## config.mk

```make
export PLATFORM = sky130hd
export DESIGN_NAME = dmem_arbiter
export DESIGN_NICKNAME = d
export VERILOG_FILES = /design/src/rtl/cpu_pkg.sv /design/src/rtl/rr_arbiter2.sv /design/src/rtl/dmem_arbiter.sv
export SDC_FILE = /design/constraint.sdc
export NUM_CORES = 1
export LEC_CHECK = 0
export CORE_UTILIZATION = 40
export CTS_CLUSTER_DIAMETER = 80
export CTS_CLUSTER_SIZE = 12
export DETAILED_ROUTE_END_ITERATION = 8
export GPL_TIMING_DRIVEN = 0
export PLACE_DENSITY = 0.78
export SYNTH_ARGS = -nofsm -noshare
export SYNTH_HDL_FRONTEND = slang
export SYNTH_SLANG_ARGS = --single-unit
```

## constraint.sdc

```tcl
create_clock -name clk -period 1.8 [get_ports clk]
set_clock_uncertainty 0.05 [all_clocks]
set_input_delay 0.45 -clock clk [delete_from_list [all_inputs] [get_ports clk]]
set_output_delay 0.45 -clock clk [all_outputs]
set_load 0.02 [all_outputs]
```

## src/rtl/cpu_pkg.sv

```systemverilog
// Shared types and port identifiers for the data-memory arbiter.
package cpu_pkg;

  typedef enum logic [1:0] {
    IDLE  = 2'd0,
    GRANT = 2'd1,
    WAIT  = 2'd2,
    RESP  = 2'd3
  } arb_state_t;

  localparam logic PORT_CPU = 1'b0;
  localparam logic PORT_DBG = 1'b1;

endpackage

```

## src/rtl/rr_arbiter2.sv

```systemverilog
// Two-way round-robin pick: a lone requester wins, a tie goes to the port that did not win last.
module rr_arbiter2
  import cpu_pkg::*;
(
  input  logic req0_i,
  input  logic req1_i,
  input  logic last_i,
  output logic any_o,
  output logic win_o
);

  always_comb begin
    any_o = req0_i | req1_i;
    win_o = PORT_CPU;
    if (req0_i && req1_i) begin
      win_o = ~last_i;
    end else if (req1_i) begin
      win_o = PORT_DBG;
    end
  end

endmodule

```

## src/rtl/dmem_arbiter.sv

```systemverilog
// Shares one single-port data memory between the CPU path (port 0) and the debug/loader
// master (port 1): round-robin req/gnt, one command at a time, fixed-latency read return.
module dmem_arbiter
  import cpu_pkg::*;
#(
  parameter int AW      = 32,
  parameter int DW      = 32,
  parameter int LATENCY = 1
) (
  input  logic          clk,
  input  logic          rst,
  input  logic          m0_req,
  input  logic          m0_we,
  input  logic [AW-1:0] m0_addr,
  input  logic [DW-1:0] m0_wdata,
  output logic          m0_gnt,
  output logic          m0_rvalid,
  output logic [DW-1:0] m0_rdata,
  input  logic          m1_req,
  input  logic          m1_we,
  input  logic [AW-1:0] m1_addr,
  input  logic [DW-1:0] m1_wdata,
  output logic          m1_gnt,
  output logic          m1_rvalid,
  output logic [DW-1:0] m1_rdata,
  output logic          mem_en,
  output logic          mem_we,
  output logic [AW-1:0] mem_addr,
  output logic [DW-1:0] mem_wdata,
  input  logic [DW-1:0] mem_rdata,
  output logic          busy
);

  localparam int            CW       = $clog2(LATENCY + 1);
  localparam logic [CW-1:0] CNT_INIT = CW'(LATENCY - 1);

  arb_state_t    state_q;
  logic          cmd_we_q;
  logic          cmd_port_q;
  logic [AW-1:0] cmd_addr_q;
  logic [DW-1:0] cmd_wdata_q;
  logic          last_winner_q;
  logic [CW-1:0] cnt_q;
  logic          gnt0_q;
  logic          gnt1_q;
  logic          rvalid0_q;
  logic          rvalid1_q;
  logic          mem_en_q;
  logic [DW-1:0] rdata0_q;
  logic [DW-1:0] rdata1_q;

  logic          any_req;
  logic          win;
  logic          sel_we;
  logic [AW-1:0] sel_addr;
  logic [DW-1:0] sel_wdata;

  rr_arbiter2 u_rr (
    .req0_i (m0_req),
    .req1_i (m1_req),
    .last_i (last_winner_q),
    .any_o  (any_req),
    .win_o  (win)
  );

  assign sel_we    = (win == PORT_DBG) ? m1_we    : m0_we;
  assign sel_addr  = (win == PORT_DBG) ? m1_addr  : m0_addr;
  assign sel_wdata = (win == PORT_DBG) ? m1_wdata : m0_wdata;

  always_ff @(posedge clk or negedge rst) begin
    if (!rst) begin
      state_q       <= IDLE;
      cmd_we_q      <= 1'b0;
      cmd_port_q    <= PORT_CPU;
      cmd_addr_q    <= '0;
      cmd_wdata_q   <= '0;
      last_winner_q <= PORT_DBG;
      cnt_q         <= '0;
      gnt0_q        <= 1'b0;
      gnt1_q        <= 1'b0;
      rvalid0_q     <= 1'b0;
      rvalid1_q     <= 1'b0;
      mem_en_q      <= 1'b0;
      rdata0_q      <= '0;
      rdata1_q      <= '0;
    end else begin
      // Strobes are single-cycle pulses unless a state below re-asserts them.
      gnt0_q    <= 1'b0;
      gnt1_q    <= 1'b0;
      rvalid0_q <= 1'b0;
      rvalid1_q <= 1'b0;
      mem_en_q  <= 1'b0;
      case (state_q)
        IDLE: begin
          if (any_req) begin
            cmd_we_q      <= sel_we;
            cmd_addr_q    <= sel_addr;
            cmd_wdata_q   <= sel_wdata;
            cmd_port_q    <= win;
            last_winner_q <= win;
            gnt0_q        <= (win == PORT_CPU);
            gnt1_q        <= (win == PORT_DBG);
            mem_en_q      <= 1'b1;
            state_q       <= GRANT;
          end
        end
        GRANT: begin
          if (cmd_we_q) begin
            state_q <= IDLE;
          end else begin
            cnt_q   <= CNT_INIT;
            state_q <= WAIT;
          end
        end
        WAIT: begin
          // cnt hits zero exactly LATENCY cycles after the strobe, when mem_rdata is valid.
          if (cnt_q == '0) begin
            if (cmd_port_q == PORT_DBG) begin
              rdata1_q  <= mem_rdata;
              rvalid1_q <= 1'b1;
            end else begin
              rdata0_q  <= mem_rdata;
              rvalid0_q <= 1'b1;
            end
            state_q <= RESP;
          end else begin
            cnt_q <= cnt_q - CW'(1);
          end
        end
        RESP: begin
          state_q <= IDLE;
        end
        default: begin
          state_q <= IDLE;
        end
      endcase
    end
  end

  assign m0_gnt    = gnt0_q;
  assign m1_gnt    = gnt1_q;
  assign m0_rvalid = rvalid0_q;
  assign m1_rvalid = rvalid1_q;
  assign m0_rdata  = rdata0_q;
  assign m1_rdata  = rdata1_q;

  // Memory bus is forced to zero outside the strobe cycle.
  assign mem_en    = mem_en_q;
  assign mem_we    = mem_en_q & cmd_we_q;
  assign mem_addr  = mem_en_q ? cmd_addr_q  : '0;
  assign mem_wdata = mem_en_q ? cmd_wdata_q : '0;
  assign busy      = (state_q != IDLE);

  a_strobe_onehot: assert property (@(posedge clk) disable iff (!rst)
    $onehot0({gnt0_q, gnt1_q, rvalid0_q, rvalid1_q}));

endmodule
```

==> report_table.html <==
<table>
<tr><th>Metric</th><th>Value</th></tr>
<tr><th colspan="2">Floorplan</th></tr>
<tr><td>Floorplan die width</td><td>125 um</td></tr>
<tr><td>Rows</td><td>44</td></tr>
<tr><td>Placeable core area</td><td>14600 um2</td></tr>
<tr><td>I/O pin total</td><td>301</td></tr>
<tr><td>Die Outline Area</td><td>15500 um2</td></tr>
<tr><td>Die extent in y</td><td>125 um</td></tr>
<tr><td>Initial core utilization</td><td>41.2%</td></tr>
<tr><th colspan="2">Layout</th></tr>
<tr><td>Fin util</td><td>70.1%</td></tr>
<tr><td>Number of nets in the layout</td><td>954</td></tr>
<tr><td>Number of fillers in the final layout</td><td>1012</td></tr>
<tr><td>Relative area change from synthesis to final layout</td><td>70.0%</td></tr>
<tr><td>Count of inserted antenna diode cells</td><td>0</td></tr>
<tr><td>Most common cell after layout, fill and taps aside</td><td>sky130_fd_sc_hd__clkdlybuf4s50_1</td></tr>
<tr><td>Post-route design area</td><td>10200 um2</td></tr>
<tr><td>Top library cells by usage in the layout, fill and taps aside</td><td>sky130_fd_sc_hd__clkdlybuf4s50_1, sky130_fd_sc_hd__dfrtp_1, sky130_fd_sc_hd__dlygate4sd2_1</td></tr>
<tr><td>Ratio of cells with drive above 1 in the final layout</td><td>29.5%</td></tr>
<tr><th colspan="2">Power and ir drop</th></tr>
<tr><td>Pwr per Cell Area</td><td>1760 nW/um2</td></tr>
<tr><td>Total power</td><td>18.0 mW</td></tr>
<tr><td>Highest ir drop seen on vdd</td><td>0.860 mV</td></tr>
<tr><td>Lkg Pwr</td><td>4.62 nW</td></tr>
<tr><th colspan="2">Global routing</th></tr>
<tr><td>Global-route wire length before repair</td><td>29400 um</td></tr>
<tr><td>Number of antenna violations at the first check in global routing</td><td>0</td></tr>
<tr><td>Pin count of the biggest net entering global routing</td><td>72</td></tr>
<tr><td>Remaining global-route overflow</td><td>0</td></tr>
<tr><td>Via count of the first global-routing pass</td><td>5513</td></tr>
<tr><td>Total global routing track utilization</td><td>24.4%</td></tr>
<tr><th colspan="2">Placement</th></tr>
<tr><td>Sum of net half-perimeters after detailed placement</td><td>13700 um</td></tr>
<tr><td>Setup slack after placement</td><td>-0.710 ns</td></tr>
<tr><td>DP Area</td><td>9280 um2</td></tr>
<tr><td>Buffers added on ports</td><td>300</td></tr>
<tr><td>Global placement routability congestion</td><td>0.817</td></tr>
<tr><th colspan="2">Critical path</th></tr>
<tr><td>Peak fanout along the critical path</td><td>10</td></tr>
<tr><td>Cells traversed along the worst timing path</td><td>buf_4 &gt; and2_1 &gt; clkdlybuf4s15_2</td></tr>
<tr><td>Slowest-stage cell, CP</td><td>sky130_fd_sc_hd__dfrtp_2</td></tr>
<tr><td>Largest stage delay on the critical path</td><td>0.43 ns</td></tr>
<tr><td>Endpoint of the most critical register-to-register path</td><td>cmd_addr_q[30]</td></tr>
<tr><td>Crit start category</td><td>register</td></tr>
<tr><td>Worst EP arrival</td><td>1.43 ns</td></tr>
<tr><td>Critical path endpoint category</td><td>output port</td></tr>
<tr><td>Register-to-Register Path Depth</td><td>7</td></tr>
<tr><td>Classification of the worst setup path</td><td>reg2out</td></tr>
<tr><td>Top delay family on crit path</td><td>buffers and inverters</td></tr>
<tr><td>Crit path required time</td><td>1.30 ns</td></tr>
<tr><td>Flop-to-flop setup slack</td><td>0.09 ns</td></tr>
<tr><td>Origin of the critical flop-to-flop path</td><td>state_q[0]</td></tr>
<tr><td>CP bufs+invs</td><td>2</td></tr>
<tr><th colspan="2">Min path</th></tr>
<tr><td>Hold path depth</td><td>1</td></tr>
<tr><td>Source of the worst hold timing path</td><td>m0_rdata[18]</td></tr>
<tr><td>Hold Crit Class</td><td>reg2reg</td></tr>
<tr><td>Worst Hold Endpoint</td><td>m0_rdata[18]</td></tr>
<tr><th colspan="2">CTS</th></tr>
<tr><td>Clk Latency, worst-skew pair</td><td>0.42 ns</td></tr>
<tr><td>Total number of clock tree sinks</td><td>138</td></tr>
<tr><td>Clock Path Buffers</td><td>2</td></tr>
<tr><td>Clock tree from TritonCTS</td><td>done</td></tr>
<tr><td>Maximum level of the CTS H-tree</td><td>4</td></tr>
<tr><td>Number of clock buffers inserted by TritonCTS</td><td>17</td></tr>
<tr><td>CTS Root Buffer Type</td><td>sky130_fd_sc_hd__clkbuf_16</td></tr>
<tr><td>Clock Pin Slew Worst Setup and Hold Paths</td><td>0.06 ns</td></tr>
<tr><th colspan="2">Routing</th></tr>
<tr><td>Total wire length after detailed routing</td><td>19100 um</td></tr>
<tr><td>Met2 routed WL</td><td>9760 um</td></tr>
<tr><td>Routed via count</td><td>5290</td></tr>
<tr><td>Number of antenna-violating nets in the routed design</td><td>0</td></tr>
<tr><td>Detailed-route vias per instance</td><td>5.38</td></tr>
<tr><td>Detail Route met3 WL</td><td>1260 um</td></tr>
<tr><td>Wire per inst</td><td>19.4 um</td></tr>
<tr><td>Top metal layer carrying routed signals</td><td>met4</td></tr>
<tr><td>Post-route DRC</td><td>0</td></tr>
<tr><td>Initial drt markers</td><td>249</td></tr>
<tr><td>Number of optimization iterations in the first detailed-route pass</td><td>5</td></tr>
<tr><td>Routed metal-1 wire length</td><td>7600 um</td></tr>
<tr><th colspan="2">Synthesis</th></tr>
<tr><td>Dominant synthesized flop cell</td><td>sky130_fd_sc_hd__dfrtp_1</td></tr>
<tr><td>Number of synthesis warnings</td><td>0</td></tr>
<tr><td>Number of instances in the synthesized netlist</td><td>461</td></tr>
<tr><td>Count of flip-flops with a built-in enable after synthesis</td><td>0</td></tr>
<tr><td>Sequential cell area fraction in the yosys report</td><td>57.4%</td></tr>
<tr><td>Post-synthesis net count</td><td>627</td></tr>
<tr><td>Syn_area_per_cell</td><td>13.1 um2</td></tr>
<tr><td>Summed instance area of the synthesized netlist</td><td>6020 um2</td></tr>
<tr><td>FF+latch count, synth</td><td>138</td></tr>
<tr><td>Unique cell type count in the Yosys netlist</td><td>20</td></tr>
<tr><td>Fraction of registers with async set or reset after synthesis</td><td>100%</td></tr>
<tr><th colspan="2">Timing</th></tr>
<tr><td>Max frequency</td><td>518 MHz</td></tr>
<tr><td>Period utilisation layout</td><td>107%</td></tr>
<tr><td>RSZ-0062 raised after global routing</td><td>true</td></tr>
<tr><td>Transition time at the pin with the least slew margin</td><td>0.628 ns</td></tr>
<tr><td>Post-route setup slack</td><td>-0.132 ns</td></tr>
<tr><td>Hold Vio Cnt, Final</td><td>0</td></tr>
<tr><td>Final-report max-slew violation count</td><td>0</td></tr>
<tr><td>Final worst path period need</td><td>1.93 ns</td></tr>
<tr><td>Worst slew margin relative to its limit</td><td>58.1%</td></tr>
<tr><td>Final setup violation count</td><td>66</td></tr>
<tr><th colspan="2">Outcome</th></tr>
<tr><td>Outcome</td><td>finished, violations left</td></tr>
<tr><td>Violations in the final reports</td><td>setup timing</td></tr>
<tr><th colspan="2">Job</th></tr>
<tr><td>Total of max-cap violations</td><td>0</td></tr>
</table>
sequential cells by signal (all words and copies together) (netlist names), 32 cells and up, named ones only:
| signal | count |
|---|---|
| cmd_wdata_q | 32 |
| m1_rdata | 32 |
| m0_rdata | 32 |
| cmd_addr_q | 32 |
routing by layer:
| metal | GRT usage [%] | up-vias |
|---|---|---|
| li1 | - | 2361 |
| met1 | 28.8 | 2623 |
| met2 | 42.2 | 266 |
| met3 | 5.63 | 40 |
| met4 | 10.5 | 0 |
| met5 | 0 | - |
synthesized netlist by cell type, drive strengths merged, types with 3 or more instances:
cell,instances,area [um2]
mux2,64,721
nor2,7,28.8
a21boi,65,488
nand2,3,11.3
clkbuf,22,82.6
dfrtp,137,3430
buf,21,111
and2,66,413
a221o,65,651
how the worst max path moves through the flow:
stage	from	end	slack, ns	depth (start not counted)
5_1_grt	mem_en	mem_wdata[9]	-0.16	4
3_3_place_gp	rst	cmd_addr_q[22]	-5.06	1
3_5_place_dp	mem_en	mem_addr[12]	-0.71	4
4_1_cts	mem_en	mem_wdata[27]	-0.19	3
2_1_floorplan	mem_en	mem_addr[0]	0.15	3
6_report	mem_en	mem_wdata[21]	-0.13	3
where the power goes:
part | leakage, nW | internal [mW] | switching [mW]
Combinational | 2.64 | 4.46 | 4.28
Sequential | 1.67 | 4.65 | 0.781
Clock | 0.312 | 2.52 | 1.30
Total | 4.62 | 11.6 | 6.35
cell type report:
class | count | area (um2) | area share [%]
Buffer | 40 | 294 | 2.88
Clock buffer | 20 | 457 | 4.47
Clock inverter | 11 | 193 | 1.88
Inverter | 2 | 7.51 | 0.0734
Multi-Input combinational cell | 278 | 2480 | 24.3
Sequential cell | 138 | 3460 | 33.8
Tap cell | 184 | 230 | 2.25
Timing Repair Buffer | 311 | 3110 | 30.4
worst register-to-register path: stages (launching register included):
cell and delay [ns]:
sky130_fd_sc_hd__dfrtp_2 0.40, sky130_fd_sc_hd__nor2_4 0.06, sky130_fd_sc_hd__buf_6 0.14, sky130_fd_sc_hd__and3_1 0.16, sky130_fd_sc_hd__buf_2 0.16, sky130_fd_sc_hd__buf_6 0.15, sky130_fd_sc_hd__buf_4 0.17, sky130_fd_sc_hd__a221o_1 0.31
metrics by stage:
| step | setup TNS, ns | std cells | hold slack [ns] |
|---|---|---|---|
| after floorplan | 0 | 461 | 0.104 |
| final | -6.42 | 984 | 0.430 |
| after global routing | -8.83 | 984 | 0.455 |
| after CTS | -9.39 | 981 | 0.433 |
| after global placement | -763.40 | 945 | 0.417 |
| after detailed placement | -76.40 | 946 | 0.425 |
kinds of logic (layout without fill, tap and decap cells):
| kind of cell | after synthesis | in the layout | synth area share [%] |
|---|---|---|---|
| buf+inv | 45 | 384 | 3.35 |
| flops | 138 | 138 | 57.4 |
| mux | 64 | 64 | 12.0 |
| compound gates | 132 | 132 | 19.1 |
| simple gates | 82 | 82 | 8.17 |
timing repair:
action                                 4_1_cts  5_1_grt
gates resized for setup                    400      155
pin swaps                                    1        1
hold buffers                                 1        0
buffers inserted                             4        2
endpoints found under the hold margin       12        0
setup endpoints to repair                  229      148
cloned                                       0        3
(Power assumes the default switching activity.)
